--- config.mk ---
export PLATFORM = sky130hd
export DESIGN_NAME = bht_port_arbiter_flat
export DESIGN_NICKNAME = d
export VERILOG_FILES = /design/src/rtl/bht_port_arbiter_if.sv /design/src/rtl/bht_port_arbiter.sv /design/src/flat_wrapper.sv
export SDC_FILE = /design/constraint.sdc
export NUM_CORES = 1
export LEC_CHECK = 0
export BUFFER_PORTS_ARGS = -buffer_cell sky130_fd_sc_hd__buf_4
export CORE_MARGIN = 2
export CORE_UTILIZATION = 40
export CTS_BUF_LIST = sky130_fd_sc_hd__clkbuf_4 sky130_fd_sc_hd__clkbuf_8
export DETAILED_ROUTE_END_ITERATION = 12
export GPL_TIMING_DRIVEN = 0
export PLACE_DENSITY = 0.81
export SETUP_SLACK_MARGIN = 0.2
export SYNTH_ARGS = -nofsm -noshare
export SYNTH_HDL_FRONTEND = slang
export SYNTH_SLANG_ARGS = --single-unit
--- constraint.sdc ---
create_clock -name clk -period 5.55 [get_ports clk]
set_input_delay 0.555 -clock clk [delete_from_list [all_inputs] [get_ports clk]]
set_output_delay 0.555 -clock clk [all_outputs]
set_load 0.02 [all_outputs]
--- src/rtl/bht_port_arbiter_if.sv ---
// Bundle of the BHT arbiter's handshake and table-port signals.
//   slave  : arbiter side (consumes lookups/updates, drives the table port and stats)
//   master : environment side (IF/EX stages, table macro, stats readers)
// Signals:
//   lookup_valid/lookup_pc/lookup_ready            IF-stage prediction read request/grant
//   lookup_rsp_valid/lookup_rsp_taken/lookup_rsp_state  lookup result, one cycle after grant
//   upd_valid/upd_pc/upd_taken/upd_mispred         EX-stage branch resolution
//   tbl_en/tbl_we/tbl_addr/tbl_wdata/tbl_rdata     single-port table, 1-cycle synchronous read
//   init_done, mispred_cnt, drop_cnt               status and statistics
interface bht_port_arbiter_if #(
  parameter int unsigned IDX_W = 4
);
  logic             lookup_valid;
  logic [31:0]      lookup_pc;
  logic             lookup_ready;
  logic             lookup_rsp_valid;
  logic             lookup_rsp_taken;
  logic [1:0]       lookup_rsp_state;
  logic             upd_valid;
  logic [31:0]      upd_pc;
  logic             upd_taken;
  logic             upd_mispred;
  logic             tbl_en;
  logic             tbl_we;
  logic [IDX_W-1:0] tbl_addr;
  logic [1:0]       tbl_wdata;
  logic [1:0]       tbl_rdata;
  logic             init_done;
  logic [15:0]      mispred_cnt;
  logic [7:0]       drop_cnt;

  modport slave (
    input  lookup_valid, lookup_pc, upd_valid, upd_pc, upd_taken, upd_mispred, tbl_rdata,
    output lookup_ready, lookup_rsp_valid, lookup_rsp_taken, lookup_rsp_state,
           tbl_en, tbl_we, tbl_addr, tbl_wdata, init_done, mispred_cnt, drop_cnt
  );

  modport master (
    output lookup_valid, lookup_pc, upd_valid, upd_pc, upd_taken, upd_mispred, tbl_rdata,
    input  lookup_ready, lookup_rsp_valid, lookup_rsp_taken, lookup_rsp_state,
           tbl_en, tbl_we, tbl_addr, tbl_wdata, init_done, mispred_cnt, drop_cnt
  );
endinterface

--- src/rtl/bht_port_arbiter.sv ---
// Branch history table port arbiter. Sweeps the table to INIT_STATE after reset, then shares
// the single table port between IF-stage lookups and EX-stage 2-bit counter updates. Updates
// are queued in a small FIFO and applied as atomic read-modify-write pairs.
// Ports:
//   clk  : clock, rising edge
//   rst  : synchronous active-high reset
//   bus  : bht_port_arbiter_if.slave (lookup, update, table port, status/statistics)
module bht_port_arbiter #(
  parameter int unsigned IDX_W      = 4,
  parameter logic [1:0]  INIT_STATE = 2'b01,
  parameter int unsigned DEPTH      = 2
) (
  input logic               clk,
  input logic               rst,
  bht_port_arbiter_if.slave bus
);

  localparam int unsigned PTR_W = (DEPTH > 1) ? $clog2(DEPTH) : 1;
  localparam int unsigned CNT_W = $clog2(DEPTH + 1);
  localparam logic [IDX_W-1:0] LAST_IDX = '1;

  typedef enum logic [0:0] {StInit, StRun} state_e;

  state_e           st_q, st_d;
  logic [IDX_W-1:0] sweep_q, sweep_d;
  logic             pend_q, pend_d;   // update read issued last cycle, write due now
  logic             lk_q, lk_d;       // lookup granted last cycle
  logic [IDX_W-1:0] fifo_idx_q [DEPTH];
  logic             fifo_tk_q  [DEPTH];
  logic [PTR_W-1:0] rd_ptr_q, wr_ptr_q;
  logic [CNT_W-1:0] cnt_q;
  logic [15:0]      mispred_q;
  logic [7:0]       drop_q;

  logic             run, full, empty;
  logic             do_wr, do_lk, do_rd, push, pop, drop;
  logic [IDX_W-1:0] head_idx;
  logic             head_tk;
  logic [1:0]       new_val;

  function automatic logic [PTR_W-1:0] ptr_inc(input logic [PTR_W-1:0] p);
    return (p == PTR_W'(DEPTH - 1)) ? '0 : p + PTR_W'(1);
  endfunction

  // Reset gates all table activity so a write pending at the reset cycle never lands.
  assign run   = (st_q == StRun) && !rst;
  assign full  = (cnt_q == CNT_W'(DEPTH));
  assign empty = (cnt_q == '0);

  assign head_idx = fifo_idx_q[rd_ptr_q];
  assign head_tk  = fifo_tk_q[rd_ptr_q];

  always_comb begin
    new_val = bus.tbl_rdata;
    if (head_tk) begin
      if (bus.tbl_rdata != 2'b11) new_val = bus.tbl_rdata + 2'b01;
    end else begin
      if (bus.tbl_rdata != 2'b00) new_val = bus.tbl_rdata - 2'b01;
    end
  end

  // Port priority: pending RMW write, then lookup, then update read. A full FIFO holds off
  // lookups so updates cannot starve.
  assign bus.lookup_ready = run && !pend_q && !full;
  assign do_wr = run && pend_q;
  assign do_lk = bus.lookup_valid && bus.lookup_ready;
  assign do_rd = run && !pend_q && !do_lk && !empty;

  assign pop  = do_wr;
  assign push = run && bus.upd_valid && (!full || pop);
  assign drop = bus.upd_valid && !push;

  always_comb begin
    bus.tbl_en    = 1'b0;
    bus.tbl_we    = 1'b0;
    bus.tbl_addr  = '0;
    bus.tbl_wdata = '0;
    st_d          = st_q;
    sweep_d       = sweep_q;
    pend_d        = do_rd;
    lk_d          = do_lk;
    unique case (st_q)
      StInit: begin
        if (!rst) begin
          bus.tbl_en    = 1'b1;
          bus.tbl_we    = 1'b1;
          bus.tbl_addr  = sweep_q;
          bus.tbl_wdata = INIT_STATE;
          sweep_d       = sweep_q + 1'b1;
          if (sweep_q == LAST_IDX) st_d = StRun;
        end
      end
      StRun: begin
        if (do_wr) begin
          bus.tbl_en    = 1'b1;
          bus.tbl_we    = 1'b1;
          bus.tbl_addr  = head_idx;
          bus.tbl_wdata = new_val;
        end else if (do_lk) begin
          bus.tbl_en    = 1'b1;
          bus.tbl_addr  = bus.lookup_pc[IDX_W+1:2];
        end else if (do_rd) begin
          bus.tbl_en    = 1'b1;
          bus.tbl_addr  = head_idx;
        end
      end
      default: st_d = StInit;
    endcase
  end

  always_ff @(posedge clk) begin
    if (rst) begin
      st_q      <= StInit;
      sweep_q   <= '0;
      pend_q    <= 1'b0;
      lk_q      <= 1'b0;
      rd_ptr_q  <= '0;
      wr_ptr_q  <= '0;
      cnt_q     <= '0;
      mispred_q <= '0;
      drop_q    <= '0;
    end else begin
      st_q    <= st_d;
      sweep_q <= sweep_d;
      pend_q  <= pend_d;
      lk_q    <= lk_d;
      if (push) wr_ptr_q <= ptr_inc(wr_ptr_q);
      if (pop)  rd_ptr_q <= ptr_inc(rd_ptr_q);
      if (push && !pop)      cnt_q <= cnt_q + 1'b1;
      else if (!push && pop) cnt_q <= cnt_q - 1'b1;
      if (bus.upd_valid && bus.upd_mispred) mispred_q <= mispred_q + 16'd1;
      if (drop && (drop_q != 8'hff))        drop_q    <= drop_q + 8'd1;
    end
  end

  // FIFO storage needs no reset; the pointers and count define validity.
  always_ff @(posedge clk) begin
    if (push) begin
      fifo_idx_q[wr_ptr_q] <= bus.upd_pc[IDX_W+1:2];
      fifo_tk_q[wr_ptr_q]  <= bus.upd_taken;
    end
  end

  assign bus.lookup_rsp_valid = lk_q;
  assign bus.lookup_rsp_state = bus.tbl_rdata;
  assign bus.lookup_rsp_taken = bus.tbl_rdata[1];
  assign bus.init_done        = (st_q == StRun);
  assign bus.mispred_cnt      = mispred_q;
  assign bus.drop_cnt         = drop_q;

  logic unused_pc_bits;
  assign unused_pc_bits = ^{bus.lookup_pc[31:IDX_W+2], bus.lookup_pc[1:0],
                            bus.upd_pc[31:IDX_W+2], bus.upd_pc[1:0]};

endmodule

--- src/flat_wrapper.sv ---
// flat-port wrapper written by rule: the top's interface ports become plain ports
module bht_port_arbiter_flat 
#(
  parameter int unsigned IDX_W      = 4,
  parameter logic [1:0]  INIT_STATE = 2'b01,
  parameter int unsigned DEPTH      = 2
)
  (clk, rst, bus_lookup_valid, bus_lookup_pc, bus_upd_valid, bus_upd_pc, bus_upd_taken, bus_upd_mispred, bus_tbl_rdata, bus_lookup_ready, bus_lookup_rsp_valid, bus_lookup_rsp_taken, bus_lookup_rsp_state, bus_tbl_en, bus_tbl_we, bus_tbl_addr, bus_tbl_wdata, bus_init_done, bus_mispred_cnt, bus_drop_cnt);
  bht_port_arbiter_if #(.IDX_W(IDX_W)) bus_i ();
  input logic clk;
  input logic rst;
  input wire logic [$bits(bus_i.lookup_valid)-1:0] bus_lookup_valid;
  input wire logic [$bits(bus_i.lookup_pc)-1:0] bus_lookup_pc;
  input wire logic [$bits(bus_i.upd_valid)-1:0] bus_upd_valid;
  input wire logic [$bits(bus_i.upd_pc)-1:0] bus_upd_pc;
  input wire logic [$bits(bus_i.upd_taken)-1:0] bus_upd_taken;
  input wire logic [$bits(bus_i.upd_mispred)-1:0] bus_upd_mispred;
  input wire logic [$bits(bus_i.tbl_rdata)-1:0] bus_tbl_rdata;
  output wire logic [$bits(bus_i.lookup_ready)-1:0] bus_lookup_ready;
  output wire logic [$bits(bus_i.lookup_rsp_valid)-1:0] bus_lookup_rsp_valid;
  output wire logic [$bits(bus_i.lookup_rsp_taken)-1:0] bus_lookup_rsp_taken;
  output wire logic [$bits(bus_i.lookup_rsp_state)-1:0] bus_lookup_rsp_state;
  output wire logic [$bits(bus_i.tbl_en)-1:0] bus_tbl_en;
  output wire logic [$bits(bus_i.tbl_we)-1:0] bus_tbl_we;
  output wire logic [$bits(bus_i.tbl_addr)-1:0] bus_tbl_addr;
  output wire logic [$bits(bus_i.tbl_wdata)-1:0] bus_tbl_wdata;
  output wire logic [$bits(bus_i.init_done)-1:0] bus_init_done;
  output wire logic [$bits(bus_i.mispred_cnt)-1:0] bus_mispred_cnt;
  output wire logic [$bits(bus_i.drop_cnt)-1:0] bus_drop_cnt;
  assign bus_i.lookup_valid = bus_lookup_valid;
  assign bus_i.lookup_pc = bus_lookup_pc;
  assign bus_i.upd_valid = bus_upd_valid;
  assign bus_i.upd_pc = bus_upd_pc;
  assign bus_i.upd_taken = bus_upd_taken;
  assign bus_i.upd_mispred = bus_upd_mispred;
  assign bus_i.tbl_rdata = bus_tbl_rdata;
  assign bus_lookup_ready = bus_i.lookup_ready;
  assign bus_lookup_rsp_valid = bus_i.lookup_rsp_valid;
  assign bus_lookup_rsp_taken = bus_i.lookup_rsp_taken;
  assign bus_lookup_rsp_state = bus_i.lookup_rsp_state;
  assign bus_tbl_en = bus_i.tbl_en;
  assign bus_tbl_we = bus_i.tbl_we;
  assign bus_tbl_addr = bus_i.tbl_addr;
  assign bus_tbl_wdata = bus_i.tbl_wdata;
  assign bus_init_done = bus_i.init_done;
  assign bus_mispred_cnt = bus_i.mispred_cnt;
  assign bus_drop_cnt = bus_i.drop_cnt;
  bht_port_arbiter #(.IDX_W(IDX_W), .INIT_STATE(INIT_STATE), .DEPTH(DEPTH)) u_core (.clk(clk), .rst(rst), .bus(bus_i));
endmodule
; ---- Word-level counts from Yosys, hierarchy flattened
; Memories as Yosys holds them, arrays and structs flattened. A register that Yosys moved wholly into a read port is not among the register bits.
; Index checks and enable logic that the tools add are counted.
[totals]
n_memories = 2
wordCells = 80
output_inout_bits = 38
mem_bits_rw = 10
in_bits = 72
regBits = 35
[op_classes]
add_sub_neg = 9
eq_ne = 4
bitwise = 1
mux = 30
n_reduce_logical = 25
[memory_table]
columns = name, words, width, rd, rd_ports_with_merged_regs, wr, line_no
row1 = u_core.fifo_idx_q, 2, 4, 1, 1, 1, bht_port_arbiter.sv:28  ; logic [IDX_W-1:0] fifo_idx_q [DEPTH];
row2 = u_core.fifo_tk_q, 2, 1, 1, 1, 1, bht_port_arbiter.sv:29  ; logic fifo_tk_q [DEPTH];
[ops]
columns = cell, n
row1 = "adder 16 x 1 -> 16 bit, second input constant", 1
row2 = two-way mux 1 bit, 16
row3 = two-way mux 4 bit, 4
row4 = logical AND 1 bit, 14
row5 = two-way mux 2 bit, 6
row6 = "adder 8 x 1 -> 8 bit, second input constant", 1
row7 = "!= test 8 bit, second input constant", 1
row8 = one-hot mux 4 bit (2 select lines), 1
row9 = logical NOT 1 bit, 7
row10 = "adder 2 x 1 -> 2 bit, second input constant", 2
row11 = "adder 4 x 1 -> 4 bit, second input constant", 1
row12 = "== test 4 bit, second input constant", 1
row13 = one-hot mux 1 bit (2 select lines), 2
row14 = one-hot mux 2 bit (2 select lines), 1
row15 = nonzero test 2 bit, 2
row16 = "subtractor 2 x 1 -> 2 bit, second input constant", 2
row17 = "adder 1 bit, second input constant", 2
row18 = "== test 2 bit, second input constant", 1
row19 = logical NOT 2 bit, 1
row20 = "!= test 2 bit, second input constant", 1
row21 = logical OR 1 bit, 1
row22 = inverter 1 bit, 1

; ---- Longest topological paths before layout
[depth]
depth_word = 12
ltp_mapped = 7
depth_no_buf = 6

; ---- Worst setup path after synthesis
; No wires, ideal clock.
[synth_timing]
path_kind = flip-flop to output port
startpoint = register u_core.st_q (netlist: u_core.bus.init_done)
endpoint = output port bus_tbl_addr[0]
stages_incl_launch_ff = 7
t_required_ns = 4.995
t_arrival_ns = 1.905
setup_slack_ns = 3.090
path_buffers = 2
path_cell_list = dfxtp_1 > buf_2 > nand2b_1 > nor3_1 > and2_1 > clkbuf_1 > a221o_1
[synth_between]
elab_chain_cells = 11
elab_cells_between_ends = 13
cone_classes = mux: 4 / bitwise: 1 / reduce/logical: 8
[synth_rtl]
columns = item, line_no
row1 = start: declaration, bht_port_arbiter.sv:24  ; state_e st_q, st_d;
row2 = start signal: assignment, bht_port_arbiter.sv:113  ; st_q <= StInit;
row3 = start signal: assignment, bht_port_arbiter.sv:123  ; st_q <= st_d;
row4 = logical AND 1 bit (*), bht_port_arbiter.sv:46  ; assign run = (st_q == StRun) && !rst;
row5 = logical AND 1 bit (*) (2 in a row), bht_port_arbiter.sv:64  ; assign bus.lookup_ready = run && !pend_q && !full;
row6 = named net bus_lookup_ready, flat_wrapper.sv:19  ; output wire logic [$bits(bus_i.lookup_ready)-1:0] bus_lookup_ready;
row7 = logical AND 1 bit (*), bht_port_arbiter.sv:66  ; assign do_lk = bus.lookup_valid && bus.lookup_ready;
row8 = logical NOT 1 bit, bht_port_arbiter.sv:67  ; assign do_rd = run && !pend_q && !do_lk && !empty;
row9 = logical AND 1 bit (2 in a row), bht_port_arbiter.sv:67
row10 = two-way mux 4 bit, bht_port_arbiter.sv:102  ; end else if (do_rd) begin
row11 = two-way mux 4 bit (*), bht_port_arbiter.sv:99  ; end else if (do_lk) begin
row12 = two-way mux 4 bit (*), bht_port_arbiter.sv:94  ; if (do_wr) begin
row13 = one-hot mux 4 bit (2 select lines) (*), bht_port_arbiter.sv:82  ; unique case (st_q)
row14 = end: declaration, flat_wrapper.sv:25  ; output wire logic [$bits(bus_i.tbl_addr)-1:0] bus_tbl_addr;
; The timed path passes the listed nets; every way through them passes the cells marked *.

==> flow_metrics.env <==
export IMPL_mostFrequentLayoutCells="55 x buf_4, 36 x dfxtp_1, 28 x nor2_1"
export IMPL_clock_skew_ps=6.25
export IMPL_global_route_overflow_total=0
export IMPL_tightestPinTransition_ps=596
export IMPL_hold_viol=0
export IMPL_clkLatencyLatePin_ps=290
export IMPL_cts_buffers=5
export IMPL_htreeDepth=2
export IMPL_area_delta_synth_final_pct=27.8
export IMPL_cts_tree="done"
export IMPL_die_x_um=76.9
export IMPL_dr_pass1_iters=4
export IMPL_cts_buffer_depth=2
export IMPL_relSlewSlack=0.600
export IMPL_antenna_cells=0
export IMPL_clock_sinks=46
export IMPL_grt_pass1_vias=1611
export IMPL_setup_viol=0
export IMPL_cp_required_ps=4990
export IMPL_grt_first_pass_wirelength_mm=7.65
export IMPL_endpoint_kind="output port"
export IMPL_ioPinCount=110
export IMPL_final_nets=357
export IMPL_path_max_fanout=5
export IMPL_numPortBuffers=52
export IMPL_irDropWorstVdd_v=0.000118
export IMPL_synthArstFlopShare=0
export IMPL_fillers=457
export IMPL_hold_path_end="u_core.fifo_idx_q[1][2]$_DFFE_PP_"
export IMPL_r2r_slack_ps=3410
export IMPL_yosysTopAreaCell="dfxtp_1"
export IMPL_drt_iter0_markers=64
export IMPL_critical_path_class="register to output port"
export IMPL_r2r_start="u_core.bus.init_done$_SDFF_PP0_"
export IMPL_track_usage=0.159
export IMPL_timing_final_crit_share=0.458
export IMPL_critPathLaunchType="register"
export IMPL_via_per_inst=5.18
export IMPL_num_rows=26
export IMPL_die_h_um=76.9
export IMPL_seq_area_frac_synth=0.480
export IMPL_outcome="complete, no violations"
export IMPL_syn_area_per_cell_um2=9.59
export IMPL_regToRegEndpoint="u_core.cnt_q[1]$_SDFFE_PP0P_"
export IMPL_arrival_ps=1990
export IMPL_drive_above_1_share=0.255
export IMPL_leakage_nw=1.08
export IMPL_initial_core_util=0.417
export IMPL_synth_cells=222
export IMPL_post_cts_setup_buffer_count=0
export IMPL_dieArea_um2=5920
export IMPL_ctsHoldBuffers=0
export IMPL_worst_hold_slack_ps=449
export IMPL_layout_commonest_cell="buf_4"
export IMPL_ys_top_cells_by_area="dfxtp_1 34%, edfxtp_1 14%, nor2_1 4.9%"
export IMPL_drc=0
export IMPL_ys_warn_count=0
export IMPL_hold_path_class="input port to register"
export IMPL_max_cap_viol_count=0
export IMPL_post_route_min_period_ps=2540
export IMPL_yosys_most_used_dff="dfxtp_1"
export IMPL_syn_nets=298
export IMPL_finalMaxSlewViolations=0
export IMPL_syn_area_um2=2130
export IMPL_post_drt_wl_per_cell_um=13.6
export IMPL_reg2reg_depth=6
export IMPL_routed_wirelength_mm=4.80
export IMPL_rsz0062_at_grt="false"
export IMPL_synth_edff_count=10
export IMPL_gp_congestion=0.852
export IMPL_power_density_nw_per_um2=239
export IMPL_min_from="bus_upd_pc[4]"
export IMPL_drtAntennaViolNets=0
export IMPL_fin_tns_setup_ps=0
export IMPL_min_delay_path_depth=1
export IMPL_ys_ff_latch=46
export IMPL_grt_max_degree=14
export IMPL_clk_pin_slew_ps=80
export IMPL_core_area_um2=5110
export IMPL_synth_cell_types=44
export IMPL_cts_resized=0
export IMPL_max_freq_ghz=0.393
export IMPL_dp_hpwl_mm=3.49
export IMPL_via_count=1822
export IMPL_antenna_found_initial=0
export IMPL_synth_top_cell_area_share=0.339
export IMPL_cts_root_buf="clkbuf_8"
-- critical path: stages, from the launching register on --
cell and delay [ps]:
dfxtp_1 310, clkbuf_1 270, mux2_2 410, maj3_1 370, nand2_1 80, a21oi_1 80
buf_4 190
-- worst max path at each step --
| stage | depth (start not counted) | to | slack [ps] | startpoint |
|---|---|---|---|---|
| 4_1_cts | 6 | bus_tbl_wdata[0] | 2980 | register |
| 3_3_place_gp | 7 | bus_tbl_addr[0] | 3200 | rst |
| 2_1_floorplan | 6 | bus_tbl_addr[0] | 3090 | u_core.bus.init_done$_SDFF_PP0_ |
| 5_1_grt | 6 | bus_tbl_wdata[0] | 2910 | register |
| 3_5_place_dp | 5 | bus_tbl_en | 3190 | rst |
| 6_report | 6 | bus_tbl_wdata[0] | 3010 | register |
-- final cells by class --
type	instances	area [um^2]	area share
tap	70	87.6	0.0322
sequential	46	1020	0.375
inverter	6	22.5	0.00828
timing repair buffer	52	390	0.144
clock buffer	7	83.8	0.0308
buffer	12	57.6	0.0212
multi-input combinational	158	1030	0.378
clock inverter	1	30.0	0.0110
-- flip-flops by register name, indices dropped and copies added, names as in the netlist, named ones only --
name and count:
u_core.bus.mispred_cnt 16, u_core.bus.drop_cnt 8, u_core.fifo_idx_q 8, u_core.sweep_q 4
u_core.cnt_q 2, u_core.fifo_tk_q 2, u_core.bus.init_done 1, u_core.bus.lookup_rsp_valid 1
u_core.pend_q 1, u_core.rd_ptr_q 1, u_core.wr_ptr_q 1
-- synthesized netlist by cell type, types with 3 or more instances --
cell type	n
dfxtp_1	36
nor2_1	28
a21oi_1	15
edfxtp_1	10
nand2_1	9
nor2b_1	9
xor2_1	9
xnor2_1	7
inv_1	6
nand3_1	6
o21ai_0	6
o31ai_1	6
clkbuf_1	5
mux2i_1	5
nor3_1	5
or3_1	5
a221o_1	4
and2_1	4
ha_1	4
nand4_1	4
or4_1	4
buf_1	3
buf_4	3
mux2_2	3
-- cell families (layout without fill, tap and decap cells) --
| family | count (synthesis) | after routing | share of synthesized area |
|---|---|---|---|
| buf+inv | 18 | 78 | 0.0376 |
| fa+ha+maj | 5 | 5 | 0.0282 |
| mux | 8 | 8 | 0.0394 |
| xor+xnor | 16 | 16 | 0.0658 |
| flops | 46 | 46 | 0.480 |
| simple gates | 88 | 88 | 0.224 |
| compound gates | 41 | 41 | 0.125 |
-- metal layers --
metal | vias to the layer above | share of wire | GRT usage
met4 | 0 | 0.010 | 0.0564
met5 | - | 0 | 0
met2 | 53 | 0.49 | 0.258
li1 | 914 | - | -
met1 | 851 | 0.45 | 0.208
met3 | 4 | 0.053 | 0.0365
-- metrics by stage --
step	std cells	setup slack (ps)	area, um^2	total power, W	util
finish	352	3010	2720	0.000651	0.533
global route	352	2910	2720	0.000677	0.533
CTS	352	2980	2720	0.000656	0.533
detailed placement	344	3190	2610	0.000405	0.510
global placement	344	3200	2610	0.000404	0.510
floorplan	222	3090	2130	0.000382	-
-- where the power goes --
part | switching (W) | total, W | internal [W]
registers | 0.00000526 | 0.000350 | 0.000345
clock network | 0.000109 | 0.000254 | 0.000145
logic | 0.0000251 | 0.0000473 | 0.0000222
total | 0.000139 | 0.000651 | 0.000512
Power figures use the tool's default switching activity.
